$ cat config.mk
export PLATFORM = sky130hd
export DESIGN_NAME = lmsm_sequencer
export DESIGN_NICKNAME = d
export VERILOG_FILES = /design/src/rtl/lmsm_sequencer.sv
export SDC_FILE = /design/constraint.sdc
export NUM_CORES = 1
export LEC_CHECK = 0
export ABC_AREA = 1
export CORE_MARGIN = 5
export CORE_UTILIZATION = 55
export CTS_BUF_LIST = sky130_fd_sc_hd__clkbuf_4
export DETAILED_ROUTE_END_ITERATION = 7
export PLACE_DENSITY = 0.95
export SETUP_SLACK_MARGIN = 0.1
export SLEW_MARGIN = 20
export SYNTH_ARGS = -nofsm -noshare
export SYNTH_HDL_FRONTEND = slang
export SYNTH_SLANG_ARGS = --single-unit
$ cat constraint.sdc
create_clock -name clk -period 4.7 [get_ports clk]
set_clock_uncertainty 0.15 [all_clocks]
set_input_delay 0.94 -clock clk [delete_from_list [all_inputs] [get_ports clk]]
set_output_delay 0.94 -clock clk [all_outputs]
set_load 0.01 [all_outputs]
$ cat src/rtl/lmsm_sequencer.sv
// Expands one LM/SM instruction into single-register memory micro-ops, one per
// cycle, stalling IF/ID while the sequence is in flight.
module lmsm_sequencer #(
  parameter int ADDR_W    = 16,
  parameter int NREG      = 8,
  parameter int ADDR_STEP = 2
) (
  input  logic                    clk,
  input  logic                    rst,
  input  logic                    start_in,
  input  logic                    is_sm_in,
  input  logic [NREG-1:0]         mask_in,
  input  logic [ADDR_W-1:0]       base_in,
  input  logic                    hold_in,
  input  logic                    flush_in,
  output logic                    stall_req_out,
  output logic                    busy_out,
  output logic                    uop_valid_out,
  output logic [$clog2(NREG)-1:0] uop_reg_out,
  output logic [ADDR_W-1:0]       uop_addr_out,
  output logic                    uop_mem_rd_out,
  output logic                    uop_mem_wr_out,
  output logic                    uop_rf_we_out,
  output logic                    uop_last_out,
  output logic                    done_out,
  output logic                    state_dbg_out
);
  localparam int RW = $clog2(NREG);

  typedef enum logic {IDLE = 1'b0, RUN = 1'b1} state_t;

  // Micro-op handshake: a micro-op is presented while uop_valid_out=1 and is
  // consumed at a clock edge where hold_in=0; until then every uop_* output is frozen.
  state_t              r_state, w_state_nxt;
  logic [NREG-1:0]     r_mask_rem;
  logic [ADDR_W-1:0]   r_addr;
  logic                r_is_sm;
  logic                r_uop_valid;
  logic [RW-1:0]       r_uop_reg;
  logic [ADDR_W-1:0]   r_uop_addr;
  logic                r_uop_last;
  logic                r_done;

  logic [NREG-1:0]     w_mask_rev;
  logic [NREG-1:0]     w_mask_next;
  logic [RW-1:0]       w_sel_idx;
  logic                w_found;
  logic                w_consumed;
  logic                w_emit;
  logic                w_accept;
  logic                w_last;

  // Instruction mask is MSB-first (bit 7 = R0); internal mask is R-index ordered.
  always_comb begin
    w_mask_rev = '0;
    for (int i = 0; i < NREG; i++) begin
      w_mask_rev[i] = mask_in[NREG-1-i];
    end
  end

  always_comb begin
    w_sel_idx = '0;
    w_found   = 1'b0;
    for (int i = 0; i < NREG; i++) begin
      if (!w_found && r_mask_rem[i]) begin
        w_sel_idx = RW'(i);
        w_found   = 1'b1;
      end
    end
  end

  assign w_mask_next = r_mask_rem & ~(NREG'(1) << w_sel_idx);
  assign w_last      = (w_mask_next == '0);
  assign busy_out    = (r_state != IDLE) || r_uop_valid;
  assign w_consumed  = r_uop_valid && !hold_in;
  assign w_emit      = (r_state == RUN) && (!r_uop_valid || w_consumed);
  assign w_accept    = (r_state == IDLE) && !busy_out && start_in && !flush_in;

  always_ff @(posedge clk or posedge rst) begin
    if (rst) r_state <= IDLE;
    else     r_state <= w_state_nxt;
  end

  always_comb begin
    w_state_nxt = r_state;
    if (flush_in) begin
      w_state_nxt = IDLE;
    end else begin
      case (r_state)
        IDLE:    if (w_accept && (w_mask_rev != '0)) w_state_nxt = RUN;
        RUN:     if (w_emit && w_last) w_state_nxt = IDLE;
        default: w_state_nxt = IDLE;
      endcase
    end
  end

  always_ff @(posedge clk or posedge rst) begin
    if (rst) begin
      r_mask_rem  <= '0;
      r_addr      <= '0;
      r_is_sm     <= 1'b0;
      r_uop_valid <= 1'b0;
      r_uop_reg   <= '0;
      r_uop_addr  <= '0;
      r_uop_last  <= 1'b0;
      r_done      <= 1'b0;
    end else begin
      r_done <= 1'b0;
      if (flush_in) begin
        r_mask_rem  <= '0;
        r_uop_valid <= 1'b0;
        r_uop_last  <= 1'b0;
      end else if (w_accept) begin
        r_mask_rem <= w_mask_rev;
        r_addr     <= base_in;
        r_is_sm    <= is_sm_in;
        r_done     <= (w_mask_rev == '0);
      end else if (w_emit) begin
        r_uop_valid <= 1'b1;
        r_uop_reg   <= w_sel_idx;
        r_uop_addr  <= r_addr;
        r_uop_last  <= w_last;
        r_addr      <= r_addr + ADDR_W'(ADDR_STEP);
        r_mask_rem  <= w_mask_next;
      end else if (w_consumed) begin
        // Only the final micro-op can be consumed outside RUN.
        r_uop_valid <= 1'b0;
        r_uop_last  <= 1'b0;
        r_done      <= r_uop_last;
      end
    end
  end

  assign stall_req_out  = start_in || busy_out;
  assign uop_valid_out  = r_uop_valid;
  assign uop_reg_out    = r_uop_reg;
  assign uop_addr_out   = r_uop_addr;
  assign uop_mem_rd_out = r_uop_valid && !r_is_sm;
  assign uop_mem_wr_out = r_uop_valid && r_is_sm;
  assign uop_rf_we_out  = r_uop_valid && !r_is_sm;
  assign uop_last_out   = r_uop_valid && r_uop_last;
  assign done_out       = r_done;
  assign state_dbg_out  = r_state;
endmodule

==> metrics.md <==
| Metric | Value |
|---|---|
| Setup ws final | 1420 ps |
| Slew Limit Fails | 0 |
| Clk buf depth | 2 |
| Final Hold Vio Count | 0 |
| WL/cell | 13.7 microns |
| Clk slew on worst S/H paths | 140 ps |
| Routed Wire Length | 5.81 mm |
| Critical Path Sink Type | output port |
| Worst path slowest cell | clkdlybuf4s50_1 |
| Fillers | 358 |
| Post-Syn Area | 2470 sq um |
| Root Buffer Master | clkbuf_4 |
| Setup TNS | 0 ps |
| All-Layer GR Usage | 20.8% |
| Clk network pwr share | 15.0% |
| Mapped Avg Cell Area | 7.79 sq um |
| Commonest non-fill, non-tap cells in the layout | nand2_1, clkdlybuf4s50_1, dfrtp_1, nor2_1, inv_1 |
| FP Rows | 24 |
| Cells after Synth | 317 |
| Unique cell type count in the Yosys netlist | 29 |
| RSZ-0062 raised after global routing | no |
| Nets | 402 |
| Synth top area share | 48.6% |
| Part of the power in combinational logic | 42.8% |
| Vias in the first global route | 2260 |
| Internal power | 1.02 mW |
| Fraction of layout cells with a size suffix above 1 | 4.84% |
| YS warnings | 0 |
| CP Class | in -> out |
| CTS H-tree depth | 2 |
| CTS tree | built |
| Hold buffers post-CTS | 0 |
| Cts repair resizes | 0 |
| Number of vias per cell | 5.45 |
| Leakage | 1.48 nW |
| I/O Pins | 58 |
| Switching fraction of total power | 38.7% |
| DRC | 0 |
| Status | complete, no violations |
| Sequential share of power | 42.2% |
| Critical path arrival | 2190 ps |
| Placer Congestion | 0.862 |
| Seq/Total Area, Yosys | 48.6% |
| HPWL after DPL | 4.23 mm |
| Slew @ Worst Pin | 804 ps |
| Tot Pwr | 1.66 mW |
| CP dominant cell by count | clkdlybuf4s50_1 |
| Worst-skew pair later-pin latency | 370 ps |
| Cell taking the most area after synthesis | dfrtp_1 |
| Crit path cell chain | clkdlybuf4s50_1, or2_2, clkdlybuf4s50_1 |
| Area occupied by multi-input gates | 1060 sq um |
| Diode count | 0 |
| Max Cap Viol | 0 |
| Largest net degree at the start of global routing | 49 |
| Final antenna-violating net count | 0 |
| Design Area, Final | 3130 sq um |
| Dpl ws | 1410 ps |
| Crit path max fanout | 2 |
| Die Width | 77.0 microns |
| Total number of vias | 2310 |
| #FFs+latches synth | 48 |
| Final Util | 71.9% |
| Area of the die | 5930 sq um |
| Worst VDD drop | 0.000249 V |
| Kind of start point of the critical path | input pin |
| Drt first pass iters | 5 |
| Total clock sinks | 48 |
| Top post-synthesis cells by area | dfrtp_1, nand2_1, nor2_1, inv_1, o21ai_0 |
| Final Setup Violations | 0 |
| Die height | 77.0 microns |
| First DRT Iteration DRCs | 214 |
| Setup repair bufs after CTS | 0 |
| CTS Buf Count | 5 |
| Core outline area | 4350 sq um |
| Fin crit share | 69.8% |
| Post-synth net total | 348 |
| Sw power | 0.643 mW |
| Number of port buffers | 57 |
| CP peak stage delay | 480 ps |
| Crit path time final | 3280 ps |
| Global-route wire length before repair | 10.2 mm |
| Area growth syn-to-layout | 26.7% |
| Power Density | 532 nW/um^2 |
| Max Freq | 305 MHz |
| HP Class | reg -> reg |
| Global route overflow | 0 |
| Worst rel slew slack | 46.3% |
| Initial antenna violation count | 0 |
| Seq. cell area | 1200 sq um |
| Data required time of the worst path | 3610 ps |
| Dpl cell area | 3050 sq um |
| Most common cell after layout, fill and taps aside | nand2_1 |
| Initial core utilization | 56.7% |
==> per-stage QoR <==
| step | hold slack (ps) | std cells |
|---|---|---|
| final | 339 | 424 |
| after detailed placement | 308 | 416 |
| after global placement | 304 | 416 |
| after CTS | 342 | 424 |
| after floorplan | 321 | 317 |
| after global routing | 366 | 424 |
==> per-layer routing <==
| metal | GRT usage, % | wire, microns | up-vias |
|---|---|---|---|
| met2 | 36.2 | 2930 | 87 |
| met3 | 3.98 | 381 | 14 |
| met1 | 25.3 | 2380 | 1074 |
| met4 | 8.08 | 118 | 0 |
| li1 | - | - | 1135 |
| met5 | 0 | 0 | - |
==> cells by family (layout without fill, tap and decap cells) <==
kind of cell | Yosys count | count (layout) | synth area share, %
AO/OA/AOI/OAI | 60 | 60 | 13.3
AND/OR/NAND/NOR | 153 | 153 | 27.2
adder cells (fa/ha/maj) | 1 | 1 | 0.507
flip-flops | 48 | 48 | 48.6
XOR/XNOR | 6 | 6 | 2.13
buffers and inverters | 49 | 104 | 8.26
==> flip-flops by register name, summed over array words and instances (netlist names) <==
name / flops
uop_reg_out: 3
state_dbg_out: 1
uop_valid_out: 1
done_out: 1
r_uop_last: 1
r_addr: 16
uop_addr_out: 16
r_mask_rem: 8
r_is_sm: 1
==> synth_stat cells (all sizes together) <==
| cell | n |
|---|---|
| nor3b | 1 |
| nor3 | 4 |
| xor2 | 6 |
| nand3b | 2 |
| o22ai | 6 |
| a21oi | 18 |
| a22oi | 1 |
| nor2 | 44 |
| inv | 39 |
| nand2 | 73 |
| buf | 10 |
| dfrtp | 48 |
| nand3 | 20 |
| a31oi | 1 |
| a211oi | 2 |
| o21ai | 29 |
| a22o | 1 |
| nand4 | 7 |
| o2111ai | 1 |
| ha | 1 |
| a41oi | 1 |
| or2 | 2 |
==> final timing paths <==
check	from	to	slack [ps]	depth (start not counted)
max in group asynchronous	rst	uop_reg_out[1]$_DFFE_PP0P_	3050	2
worst max register to register	uop_valid_out$_DFFE_PP0P_	r_addr[15]$_DFFE_PP0P_	2380	9
worst max-delay path	start_in	stall_req_out	1420	3
min in group asynchronous	rst	uop_addr_out[5]$_DFFE_PP0P_	860	2
worst min-delay path	uop_addr_out[7]$_DFFE_PP0P_	uop_addr_out[7]$_DFFE_PP0P_	340	2
worst min register to register	uop_addr_out[7]$_DFFE_PP0P_	uop_addr_out[7]$_DFFE_PP0P_	340	2
==> worst max-delay path: cells and delay by family <==
kind / cells / cell delay (ps)
buffers and inverters: 2 / 940
and+or+nand+nor: 1 / 310
==> power by group through the flow <==
| stage | Combinational (mW) | Sequential, mW | Clock (mW) |
|---|---|---|---|
| floorplan | 0.394 | 0.722 | 0 |
| detailed placement | 0.714 | 0.710 | 0 |
| global placement | 0.689 | 0.701 | 0 |
| finish | 0.713 | 0.702 | 0.249 |
| global route | 0.803 | 0.729 | 0.268 |
| CTS | 0.719 | 0.702 | 0.254 |
==> layout make-up <==
class | count | area share [%]
flip-flops and latches | 48 | 38.4
clock inverters | 2 | 1.12
repair buffers | 57 | 18.2
multi-input cells | 220 | 34.0
inverters | 39 | 4.72
well taps | 52 | 2.08
clock buffers | 6 | 1.44
Note: power is estimated with default switching activity, not from simulation.
